$ cat config.mk
export PLATFORM = sky130hd
export DESIGN_NAME = disp_scan_ctrl
export DESIGN_NICKNAME = d
export VERILOG_FILES = /design/src/rtl/disp_scan_ctrl_pkg.sv /design/src/rtl/disp_regfile.sv /design/src/rtl/disp_scan_ctrl.sv
export SDC_FILE = /design/constraint.sdc
export NUM_CORES = 1
export LEC_CHECK = 0
export ABC_AREA = 1
export BUFFER_PORTS_ARGS = -buffer_cell sky130_fd_sc_hd__clkbuf_2
export CAP_MARGIN = 10
export CORE_ASPECT_RATIO = 2
export CORE_UTILIZATION = 35
export DETAILED_ROUTE_END_ITERATION = 16
export GPL_TIMING_DRIVEN = 1
export SYNTH_ARGS = -nofsm -noshare
export SYNTH_HDL_FRONTEND = slang
export SYNTH_SLANG_ARGS = --single-unit
$ cat constraint.sdc
create_clock -name clk -period 3.75 [get_ports clk]
set_input_delay 0.375 -clock clk [delete_from_list [all_inputs] [get_ports clk]]
set_output_delay 0.375 -clock clk [all_outputs]
set_load 0.01 [all_outputs]
$ cat src/rtl/disp_scan_ctrl_pkg.sv
// disp_scan_ctrl_pkg: shared state encodings and defaults for the display scan controller
package disp_scan_ctrl_pkg;
    typedef enum logic [1:0] {IDLE, DRIVE, BLANK} state_t;
    localparam int DEF_NUM_DIGITS = 4;
    localparam int DEF_PRESCALE = 16;
    localparam int DEF_DATA_W = 8;
    localparam logic [DEF_DATA_W-1:0] BLANK_PAT = '0;
endpackage

$ cat src/rtl/disp_regfile.sv
// disp_regfile: shadow/active digit files with a write port and a deferred commit copy
module disp_regfile
    import disp_scan_ctrl_pkg::*;
#(
    parameter int NUM_DIGITS = DEF_NUM_DIGITS,
    parameter int DATA_W = DEF_DATA_W,
    localparam int AW = $clog2(NUM_DIGITS)
) (
    input  logic              clk,
    input  logic              rst_n,
    input  logic              wr_en,
    input  logic [AW-1:0]     wr_addr,
    input  logic [DATA_W-1:0] wr_data,
    output logic              wr_ready,
    input  logic              commit,
    input  logic              copy_ok,
    output logic              commit_done,
    input  logic [AW-1:0]     rd_addr,
    output logic [DATA_W-1:0] rd_data
);
    logic [DATA_W-1:0] shadow [NUM_DIGITS];
    logic [DATA_W-1:0] active [NUM_DIGITS];
    logic pending;
    logic do_copy;

    assign wr_ready = !pending;
    assign do_copy  = pending && copy_ok;
    assign rd_data  = active[rd_addr];

    // an address outside the file matches no entry, so such writes vanish
    always_ff @(posedge clk or negedge rst_n) begin
        if (!rst_n) begin
            pending <= 1'b0;
            commit_done <= 1'b0;
            for (int i = 0; i < NUM_DIGITS; i++) begin
                shadow[i] <= '0;
                active[i] <= '0;
            end
        end else begin
            commit_done <= do_copy;
            if (do_copy) begin
                active <= shadow;
                pending <= 1'b0;
            end else if (commit) begin
                pending <= 1'b1;
            end
            for (int i = 0; i < NUM_DIGITS; i++)
                if (wr_en && wr_ready && int'(wr_addr) == i) shadow[i] <= wr_data;
        end
    end
endmodule

$ cat src/rtl/disp_scan_ctrl.sv
// disp_scan_ctrl: time-multiplexed digit scanner with blanking gaps and tear-free frame commits
module disp_scan_ctrl
    import disp_scan_ctrl_pkg::*;
#(
    parameter int NUM_DIGITS = DEF_NUM_DIGITS,
    parameter int PRESCALE = DEF_PRESCALE,
    parameter int DATA_W = DEF_DATA_W,
    localparam int AW = $clog2(NUM_DIGITS)
) (
    input  logic                  clk,
    input  logic                  rst_n,
    input  logic                  enable,
    input  logic                  wr_en,
    input  logic [AW-1:0]         wr_addr,
    input  logic [DATA_W-1:0]     wr_data,
    output logic                  wr_ready,
    input  logic                  commit,
    output logic                  commit_done,
    output logic [DATA_W-1:0]     conv_in,
    input  logic [DATA_W-1:0]     conv_out,
    output logic [DATA_W-1:0]     seg_out,
    output logic [NUM_DIGITS-1:0] dig_sel,
    output logic                  frame_done
);
    localparam int CW = $clog2(PRESCALE + 1);

    state_t state;
    logic [AW-1:0] k;
    logic [CW-1:0] cnt;
    logic last_k, last_cnt, copy_ok;

    assign last_k   = k == AW'(NUM_DIGITS - 1);
    assign last_cnt = cnt == CW'(PRESCALE - 1);
    // copies land only between frames: while idle, or on the wrap out of the last blank
    assign copy_ok  = state == IDLE || (state == BLANK && enable && last_k);

    disp_regfile #(.NUM_DIGITS(NUM_DIGITS), .DATA_W(DATA_W)) u_regfile (
        .clk(clk),
        .rst_n(rst_n),
        .wr_en(wr_en),
        .wr_addr(wr_addr),
        .wr_data(wr_data),
        .wr_ready(wr_ready),
        .commit(commit),
        .copy_ok(copy_ok),
        .commit_done(commit_done),
        .rd_addr(k),
        .rd_data(conv_in)
    );

    always_ff @(posedge clk or negedge rst_n) begin
        if (!rst_n) begin
            state <= IDLE;
            k <= '0;
            cnt <= '0;
            seg_out <= '0;
            dig_sel <= '0;
            frame_done <= 1'b0;
        end else begin
            seg_out <= DATA_W'(BLANK_PAT);
            dig_sel <= '0;
            frame_done <= 1'b0;
            case (state)
                IDLE: if (enable) begin
                    state <= DRIVE;
                    k <= '0;
                    cnt <= '0;
                end
                DRIVE: if (!enable) begin
                    state <= IDLE;
                    k <= '0;
                    cnt <= '0;
                end else begin
                    seg_out <= conv_out;
                    dig_sel <= NUM_DIGITS'(1) << k;
                    cnt <= cnt + 1'b1;
                    if (last_cnt) state <= BLANK;
                end
                BLANK: if (!enable) begin
                    state <= IDLE;
                    k <= '0;
                    cnt <= '0;
                end else begin
                    state <= DRIVE;
                    cnt <= '0;
                    k <= last_k ? '0 : k + 1'b1;
                    frame_done <= last_k;
                end
                default: state <= IDLE;
            endcase
        end
    end
endmodule

==> reports/qor.txt <==
==========================================================================================
Gate power share                                                                     0.201
Number of global-route vias before repair                                            2,551
Asr flop ratio synth                                                                  1.00
Arrival time of data at the critical path endpoint                                 1850 ps
Area taken by flip-flops and latches                                              2200 µm²
Cell type contributing the most total cell area after synthesis               sky130_fd_sc_hd__dfrtp_1
Drt total wl                                                                       7.38 mm
Final Power                                                                      0.00313 W
Area of the die                                                                 11,100 µm²
Max rail drop VDD                                                                 0.267 mV
Destination of the worst register-to-register timing path                     u_regfile.active[22]
Count of antenna-violating nets left after detailed routing                              0
Hold bufs inserted after CTS                                                             0
Register bit count reported by yosys                                                    88
Port-buffer cells                                                                       45
Power density over the cells                                                    718 nW/µm²
Multiplexer fraction of the synthesized cell area                                        0
Min Tclk post-route                                                                2220 ps
R2R setup slack                                                                    1680 ps
Inserted Diodes                                                                          0
Sink Count                                                                              88
Pins Over Slew Limit                                                                     0
Crit Path Class                                                                 reg -> out
Count of flip-flops with a built-in enable after synthesis                               0
Slew at the pin closest to its max-slew limit                                      1070 ps
Synth Net Count                                                                        454
Number of gates given a new drive strength after cts                                     0
Total gr overflow                                                                        0
Cell leakage power                                                                 2.35 nW
CP Max Fanout                                                                           26
Top-count cell post-synth                                                     sky130_fd_sc_hd__nand2_1
Fraction of the mapped netlist area in compound gates                               0.0726
Setup Fix Bufs, Post-CTS                                                                 0
Endpoint required time on the critical path                                        3380 ps
Worst r2r src                                                                         k[1]
Layout net count                                                                       493
Relative contribution of the clock network to total power                            0.329
Y dimension of the die                                                              148 µm
Startpoint kind of the worst setup timing path                                   flip-flop
Largest cells by area after synthesis                                         sky130_fd_sc_hd__dfrtp_1 (59%), sky130_fd_sc_hd__nand2_1 (17%), sky130_fd_sc_hd__o21ai_0 (4.3%)
Worst setup timing slack at the placement stage                                    1650 ps
Floorplan core area                                                             10,400 µm²
TritonCTS clock tree                                                                 built
Number of DRC violations after detailed-routing iteration 0                            156
Synth top area share                                                                 0.591
Final GP Congestion                                                                  0.746
Max-Cap Viols                                                                            0
Tightest hold margin                                                                207 ps
Sum of negative setup slack                                                           0 ps
Via total after detailed routing                                                     2,714
Number of placed I/O pins                                                               46
Outcome                                                                       finished clean
Number of antenna violations at the first check in global routing                        0
Unrepaired setup endpoints after global routing                                      false
Internal power                                                                   0.00217 W
Floorplan row count                                                                     53
Tightest Hold Check Type                                                       in -> async
Dominant synthesized flop cell                                                sky130_fd_sc_hd__dfrtp_1
Largest family of logic cells by synthesized area                             simple AND/OR/NAND/NOR gates
Share of the clock period used by the worst path                                     0.592
Ratio of cells with drive above 1 in the final layout                                0.173
Fraction of the mapped netlist area in simple logic gates                            0.258
TritonCTS Buffers                                                                        9
Detail Placement HPWL                                                              5.07 mm
CTS max path bufs                                                                        2
Number of H-tree levels                                                                  3
Highest clock rate                                                               0.450 GHz
Vias per std cell                                                                     4.49
Mapped cell area                                                                  3720 µm²
Routed wire length per instance                                                    12.2 µm
Final number of hold-violating endpoints                                                 0
Clock edge transition at the registers on the reported setup and hold paths          60 ps
Drt pass-1 iters                                                                         4
Count of fill cells added during filler insertion                                    1,057
CP Capture Type                                                                output port
Crit path from                                                                        k[0]
Yosys warns                                                                              0
Xor and xnor area share after synthesis                                                  0
Number of different library cells in the post-synthesis netlist                         23
Starting density of the core                                                         0.358
Sequential Power Share                                                               0.471
Gr usage total                                                                       0.147
Switching power                                                                 0.000955 W
Global-route wire length before repair                                             12.1 mm
Commonest cells post-synth                                                    sky130_fd_sc_hd__nand2_1 (173), sky130_fd_sc_hd__dfrtp_1 (88), sky130_fd_sc_hd__nor2_1 (37), sky130_fd_sc_hd__o21ai_0 (32), sky130_fd_sc_hd__inv_1 (26)
Sequential fraction of the synthesis area                                            0.591
Setup ws final                                                                     1530 ps
Root buf cell                                                                 sky130_fd_sc_hd__clkbuf_16
Maximum number of pins on one net before global-route repair                            89
Average cell area after synthesis                                                 8.76 µm²
Adder-cell share of the synthesized area                                            0.0202
Total setup violations reported at the end of the flow                                   0
DIE WIDTH                                                                          74.9 µm
Final setup skew                                                                   5.60 ps
Path depth of the worst reg2reg path                                                     7
Remaining DRCs                                                                           0
Rel. slew slack                                                                      0.286
Area of combinational cells with multiple inputs                                  1310 µm²
Worst-skew pair later-pin latency                                                   340 ps
Area Overhead vs Synth                                                               17.0%
Switching share of power                                                             0.305
Synthesized netlist cell count                                                         425
Worst setup path endpoint                                                       conv_in[4]
==========================================================================================
-- area by class of cell --
class,count,area share
flip-flops and latches,88,0.505
well taps,137,0.0393
multi-input cells,291,0.300
inverters,29,0.0255
clock buffers,9,0.0517
clock inverters,6,0.0264
repair buffers,45,0.0522
-- power by group through the flow --
stage | Combinational [W] | Clock [W] | Sequential [W]
6_report | 0.000628 | 0.00103 | 0.00147
5_1_grt | 0.000734 | 0.00108 | 0.00151
4_1_cts | 0.000644 | 0.00104 | 0.00147
3_5_place_dp | 0.000638 | 0 | 0.00149
3_3_place_gp | 0.000621 | 0 | 0.00148
2_1_floorplan | 0.000481 | 0 | 0.00144
-- routing by layer --
| metal | vias to the layer above | GRT usage | part of all wire |
|---|---|---|---|
| met5 | - | 0 | 0 |
| met4 | 0 | 0.0764 | 0.029 |
| met3 | 18 | 0.0429 | 0.031 |
| met2 | 49 | 0.241 | 0.52 |
| met1 | 1257 | 0.167 | 0.43 |
| li1 | 1390 | - | - |
-- stage by stage --
step | cells | instance area (µm²) | util
5_1_grt | 605 | 4360 | 0.419
3_5_place_dp | 590 | 4020 | 0.386
2_1_floorplan | 425 | 3720 | -
6_report | 605 | 4360 | 0.419
3_3_place_gp | 590 | 4020 | 0.386
4_1_cts | 605 | 4360 | 0.419
-- worst min path at each step --
stage	cells after the start	end	slack, ps	startpoint
detailed placement	2	u_regfile.active[17]	460	u_regfile.shadow[17]
global route	3	seg_out[2]	230	conv_out[2]
finish	1	u_regfile.shadow[30]	210	rst_n
CTS	3	seg_out[2]	220	conv_out[2]
floorplan	0	cnt[0]	80	rst_n
global placement	2	cnt[4]	450	cnt[4]
-- critical path, cell delays in order, from the launching register on --
cell and delay, ps:
sky130_fd_sc_hd__dfrtp_1 640, sky130_fd_sc_hd__inv_2 300, sky130_fd_sc_hd__nor2_1 160, sky130_fd_sc_hd__nor2_1 50
sky130_fd_sc_hd__o21ai_0 100, sky130_fd_sc_hd__nand2_1 110, sky130_fd_sc_hd__clkbuf_2 140
-- flip-flops by register name (all words and copies together) (netlist names) --
register               flops
cnt                        5
u_regfile.shadow          32
u_regfile.commit_done      1
k                          2
u_regfile.pending          1
u_regfile.active          32
dig_sel                    4
seg_out                    8
frame_done                 1
state                      2
-- placed cells by master, fill, tap and decap left out, drive strengths merged --
master / count
nand2: 185
dfrtp: 88
clkbuf: 53
o21ai: 42
nor2: 39
inv: 31
o211ai: 8
ha: 6
nand3: 4
or2: 3
bufinv: 3
nand4: 2
nor3: 1
nand3b: 1
clkinvlp: 1
buf: 1
-- cell families (layout without fill, tap and decap cells) --
logic type               Yosys count  count (layout)
buffers and inverters             46              89
adder cells (fa/ha/maj)            6               6
AO/OA/AOI/OAI                     50              50
AND/OR/NAND/NOR                  235             235
flip-flops                        88              88
(Power assumes the default switching activity.)
